==> src/rtl/vc_controller.sv <==
// Control FSM for the 8-way fully-associative victim cache: services L1 fills and evictions,
// sequences writebacks to memory and keeps saturating hit/miss/writeback counters.
module vc_controller #(
  parameter int unsigned CNT_WIDTH = 16
) (
  input  logic                 clk,
  input  logic                 reset,
  input  logic                 l1_read,
  input  logic                 l1_write,
  input  logic                 l1_dirty,
  output logic                 l1_resp,
  output logic                 l1_rdata_sel,
  input  logic                 VC_hit,
  input  logic                 VC_hit_dirty,
  input  logic [2:0]           way,
  input  logic [2:0]           lru_way,
  input  logic                 VC_LRU_dirty,
  output logic [2:0]           data_index,
  output logic                 load_VC,
  output logic                 load_VC_dirty,
  output logic                 VC_dirty_bit,
  output logic                 load_LRU,
  output logic                 mem_read,
  output logic                 mem_write,
  output logic                 mem_sel,
  input  logic                 mem_resp,
  output logic [CNT_WIDTH-1:0] hit_cnt,
  output logic [CNT_WIDTH-1:0] miss_cnt,
  output logic [CNT_WIDTH-1:0] wb_cnt
);

  typedef enum logic [2:0] {
    StIdle,
    StRdHit,
    StRdMem,
    StWrCheck,
    StWb,
    StInstall,
    StResp
  } state_e;

  localparam logic [CNT_WIDTH-1:0] CntMax = '1;
  localparam logic [CNT_WIDTH-1:0] CntOne = CNT_WIDTH'(1);

  state_e                 state_q, state_d;
  logic [2:0]             victim_q, victim_d;
  logic [CNT_WIDTH-1:0]   hit_cnt_q, hit_cnt_d;
  logic [CNT_WIDTH-1:0]   miss_cnt_q, miss_cnt_d;
  logic [CNT_WIDTH-1:0]   wb_cnt_q, wb_cnt_d;
  logic                   hit_inc, miss_inc, wb_inc;

  always_ff @(posedge clk) begin
    if (reset) begin
      state_q    <= StIdle;
      victim_q   <= 3'd0;
      hit_cnt_q  <= '0;
      miss_cnt_q <= '0;
      wb_cnt_q   <= '0;
    end else begin
      state_q    <= state_d;
      victim_q   <= victim_d;
      hit_cnt_q  <= hit_cnt_d;
      miss_cnt_q <= miss_cnt_d;
      wb_cnt_q   <= wb_cnt_d;
    end
  end

  always_comb begin
    state_d       = state_q;
    victim_d      = victim_q;
    hit_inc       = 1'b0;
    miss_inc      = 1'b0;
    wb_inc        = 1'b0;
    l1_resp       = 1'b0;
    l1_rdata_sel  = 1'b0;
    data_index    = 3'd0;
    load_VC       = 1'b0;
    load_VC_dirty = 1'b0;
    VC_dirty_bit  = 1'b0;
    load_LRU      = 1'b0;
    mem_read      = 1'b0;
    mem_write     = 1'b0;
    mem_sel       = 1'b0;

    unique case (state_q)
      StIdle: begin
        // Evictions win over fills; a held read is picked up after RESP.
        if (l1_write) begin
          state_d = StWrCheck;
        end else if (l1_read) begin
          if (VC_hit) begin
            state_d = StRdHit;
          end else begin
            state_d  = StRdMem;
            miss_inc = 1'b1;
          end
        end
      end
      StRdHit: begin
        data_index = way;
        l1_resp    = 1'b1;
        load_LRU   = 1'b1;
        hit_inc    = 1'b1;
        state_d    = StResp;
      end
      StRdMem: begin
        mem_read     = 1'b1;
        l1_rdata_sel = 1'b1;
        if (mem_resp) begin
          l1_resp = 1'b1;
          state_d = StResp;
        end
      end
      StWrCheck: begin
        if (VC_hit) begin
          data_index    = way;
          load_VC       = 1'b1;
          load_VC_dirty = 1'b1;
          load_LRU      = 1'b1;
          l1_resp       = 1'b1;
          VC_dirty_bit  = VC_hit_dirty | l1_dirty;
          state_d       = StResp;
        end else begin
          data_index = lru_way;
          victim_d   = lru_way;
          state_d    = VC_LRU_dirty ? StWb : StInstall;
        end
      end
      StWb: begin
        // Victim index is held so LRU updates cannot redirect the writeback.
        data_index = victim_q;
        mem_write  = 1'b1;
        mem_sel    = 1'b1;
        if (mem_resp) begin
          wb_inc  = 1'b1;
          state_d = StInstall;
        end
      end
      StInstall: begin
        data_index    = victim_q;
        load_VC       = 1'b1;
        load_VC_dirty = 1'b1;
        VC_dirty_bit  = l1_dirty;
        load_LRU      = 1'b1;
        l1_resp       = 1'b1;
        state_d       = StResp;
      end
      StResp: begin
        state_d = StIdle;
      end
      default: begin
        state_d = StIdle;
      end
    endcase

    hit_cnt_d  = (hit_inc && hit_cnt_q != CntMax) ? hit_cnt_q + CntOne : hit_cnt_q;
    miss_cnt_d = (miss_inc && miss_cnt_q != CntMax) ? miss_cnt_q + CntOne : miss_cnt_q;
    wb_cnt_d   = (wb_inc && wb_cnt_q != CntMax) ? wb_cnt_q + CntOne : wb_cnt_q;
  end

  assign hit_cnt  = hit_cnt_q;
  assign miss_cnt = miss_cnt_q;
  assign wb_cnt   = wb_cnt_q;

endmodule

==> config.mk <==
export PLATFORM = sky130hd
export DESIGN_NAME = vc_controller
export DESIGN_NICKNAME = d
export VERILOG_FILES = /design/src/rtl/vc_controller.sv
export SDC_FILE = /design/constraint.sdc
export NUM_CORES = 1
export LEC_CHECK = 0
export CORE_MARGIN = 3
export CORE_UTILIZATION = 45
export CTS_CLUSTER_SIZE = 12
export DETAILED_ROUTE_END_ITERATION = 10
export GPL_ROUTABILITY_DRIVEN = 1
export GPL_TIMING_DRIVEN = 1
export PLACE_DENSITY = 0.79
export SYNTH_ARGS = -nofsm -noshare
export SYNTH_HDL_FRONTEND = slang
export SYNTH_SLANG_ARGS = --single-unit
==> constraint.sdc <==
create_clock -name clk -period 1.9 [get_ports clk]
set_clock_uncertainty 0.2 [all_clocks]
set_input_delay 0.38 -clock clk [delete_from_list [all_inputs] [get_ports clk]]
set_output_delay 0.38 -clock clk [all_outputs]
set_load 0.03 [all_outputs]
==> impl_metrics.tcl <==
set metrics [dict create \
    status "complete, but fails checks" \
    violations "setup timing" \
    die_w_microns 88.8 \
    cp_cell_sequence "buf_8 -> buf_12 -> nor3b_4 -> nand4_1 -> buf_4 -> or4_1 -> a21oi_1" \
    cp.required_ps 1960 \
    hpwl_microns 6290 \
    fin_crit_ps 2200 \
    gp_congestion 0.815 \
    crit_start "state_q[1]" \
    timing_worst_setup_path_type "reg -> reg" \
    grt_use_total_pct 25.4 \
    final_area_sq_um 5480 \
    worst_slew_pin_slew_ps 458 \
    max_slew_margin_pct 69.3 \
    drv_cap 0 \
    final-setup-viol-count 54 \
    synth_xor_area_share_pct 0 \
    arrival_ps 2260 \
    crit_fanout 6 \
    rsz0062_at_grt "yes" \
    fin_nets 566 \
    core_sq_um 6490 \
    clkTransAtPathRegs_ps 100 \
    cts_buffers 5 \
    synth_nets 392 \
    async_flop_share_pct 0 \
    seq_area_frac_synth_pct 35.0 \
    num-fill-cells 315 \
    path_delay_family "simple AND/OR/NAND/NOR gates" \
    worst_path_max_delay_cell "or4_1" \
    ys_ff_latch 54 \
    hp-class "reg -> reg" \
    whs_ps 280 \
    syn_area_per_cell_sq_um 8.26 \
    num_antenna_cells 0 \
    start_util_pct 47.5 \
    cp_num_buf_inv 3 \
    place_area_sq_um 4520 \
    critPathMaxStageDelay_ps 430 \
    irDropWorstVdd_uv 337 \
    min_path_cells 2 \
    drt-initial-drc-count 331 \
    cts-root-buf "clkbuf_8" \
    synth_edf_count 0 \
    syn_area_sq_um 3090 \
    drc_errors 0 \
    antenna_found_initial 0 \
    rr_worst_depth 7 \
    clockBufferDepth 2 \
    overflow 0 \
    htreeDepth 2 \
    startpoint_type "flip-flop" \
    post-place-ws_ps -501 \
    p_leak_nw 2.29 \
    die_area_sq_um 7890 \
    fp.dieH_microns 88.8 \
    synth_cells 374 \
    synthMuxAreaShare_pct 6.12 \
    power.total_mw 3.97 \
    cts_tree "yes" \
    yosys.area_share.simple_pct 35.5 \
    hold_start "victim_q[1]" \
    via_per_inst 6.36 \
    finalHoldViolations 0 \
    min_to "victim_q[1]" \
    rr_startpoint "state_q[1]" \
    synth_fa_ha_area_share_pct 1.22 \
    clock_latency_ps 320 \
    drive_gt1_share_pct 50.6 \
    grt_pass1_vias 3445 \
    netlist-cell-type-count 52 \
    final_common_cell "buf_4" \
    first_pass_iters 5 \
    worstReg2RegEnd "miss_cnt[13]" \
    grt_max_degree 72 \
    fin_crit_sh_pct 116 \
    num_rows 29 \
    ant_nets 0 \
    synth_compound_gate_area_share_pct 18.0 \
    rrSetupSlack_ps -300 \
    wl_per_cell_microns 20.5 \
    synthFlopType "dfxtp_1" \
    grt_pass1_wl_microns 16200 \
    yosysWarnings 0 \
    num_vias 3982 \
    layout_common_cells "88 x buf_4, 50 x dlygate4sd2_1, 30 x buf_6" \
    fin_tns_setup_ps -8570 \
    synth_top_family_by_area "simple AND/OR/NAND/NOR gates" \
    finalMaxSlewViolations 0 \
    area_growth_pct 77.6 \
    clock_sinks 54 \
    finalWirelength_microns 12900 \
    hold_buffers 0 \
    ios 75 \
    power_density_nw_per_um2 724 \
    io_buffers 74 \
    end_kind "flip-flop" \
    fin_ws_ps -303 \
    max_freq_mhz 454 \
]
## flip-flops by register name, indices dropped and copies added (netlist names)
name,count
state_q,3
hit_cnt,16
victim_q,3
miss_cnt,16
wb_cnt,16
## tightest hold or removal path, stage by stage (launching register included)
cell,delay [ps]
dfxtp_1,330
nand2_1,60
a21oi_1,50
## Yosys cell counts, types with 2 or more instances
cell type / number / area share [%]
nand2b_1: 4 / 0.81
and3_1: 9 / 1.8
nor4_2: 3 / 1.2
a41oi_1: 2 / 0.57
and2_1: 3 / 0.61
nor3_1: 6 / 0.97
nor3_2: 2 / 0.65
or3_1: 7 / 1.4
a21oi_1: 37 / 6.0
nand3_1: 19 / 3.1
mux2_2: 13 / 4.7
mux2_1: 2 / 0.73
o21ai_0: 8 / 1.3
dfxtp_1: 54 / 35
clkbuf_1: 9 / 1.1
or4_1: 18 / 4.4
mux2i_1: 2 / 0.65
a211oi_1: 7 / 1.7
nand4_1: 12 / 2.4
nand2_1: 30 / 3.6
buf_2: 6 / 0.97
buf_1: 2 / 0.24
nor4_1: 7 / 1.4
and4b_1: 3 / 0.97
ha_1: 3 / 1.2
and4_1: 5 / 1.4
o31ai_1: 18 / 4.4
inv_1: 9 / 1.1
nor2_1: 28 / 3.4
nor3b_1: 4 / 0.97
buf_4: 3 / 0.73
nor2b_1: 19 / 3.8
## power by group
| part | total, mW | internal (mW) | leakage, nW | switching (mW) |
|---|---|---|---|---|
| registers | 1.24 | 1.18 | 0.458 | 0.0547 |
| logic | 2.07 | 1.06 | 1.79 | 1.01 |
| clock network | 0.665 | 0.257 | 0.0450 | 0.407 |
| total | 3.97 | 2.50 | 2.29 | 1.47 |
## layer usage
metal | global-route usage [%] | up-vias | part of all wire, %
met5 | 0 | - | 0
met4 | 7.83 | 0 | 5.3
met3 | 4.10 | 74 | 6.4
met2 | 45.1 | 249 | 50
met1 | 31.3 | 1893 | 38
li1 | - | 1766 | -
## metrics by stage
step	util [%]	std cells
6_report	84.4	626
3_5_place_dp	69.6	578
3_3_place_gp	69.6	578
2_1_floorplan	-	374
5_1_grt	84.4	626
4_1_cts	76.5	607
## layout make-up
class,count,area (sq um),share of cell area [%]
Clock buffer,6,72.6,1.32
Clock inverter,2,10.0,0.183
Inverter,9,36.3,0.662
Multi-Input combinational cell,292,2460,44.8
Sequential cell,54,1150,21.1
Tap cell,77,96.3,1.76
Timing Repair Buffer,186,1660,30.2
## repair_timing
action,CTS,global route
gates resized for setup,110,83
setup buffers,21,18
cloned,0,1
pin swaps,39,47
endpoints found under the setup margin,93,60
## worst max-delay path by stage
stage / to / cells past startpoint
finish: miss_cnt[13] / 7
detailed placement: wb_cnt[13] / 6
floorplan: wb_cnt[15] / 4
global placement: wb_cnt[12] / 7
global route: miss_cnt[14] / 7
CTS: data_index[2] / 7
## cells by family (layout without fill, tap and decap cells)
kind of cell,Yosys count,count (layout)
and+or+nand+nor,186,187
DFF,54,54
muxes,17,17
AOI/OAI and AO/OA,85,85
buffers and inverters,29,203
adders and majority gates,3,3
No activity file was read; power rests on OpenSTA's default activity.
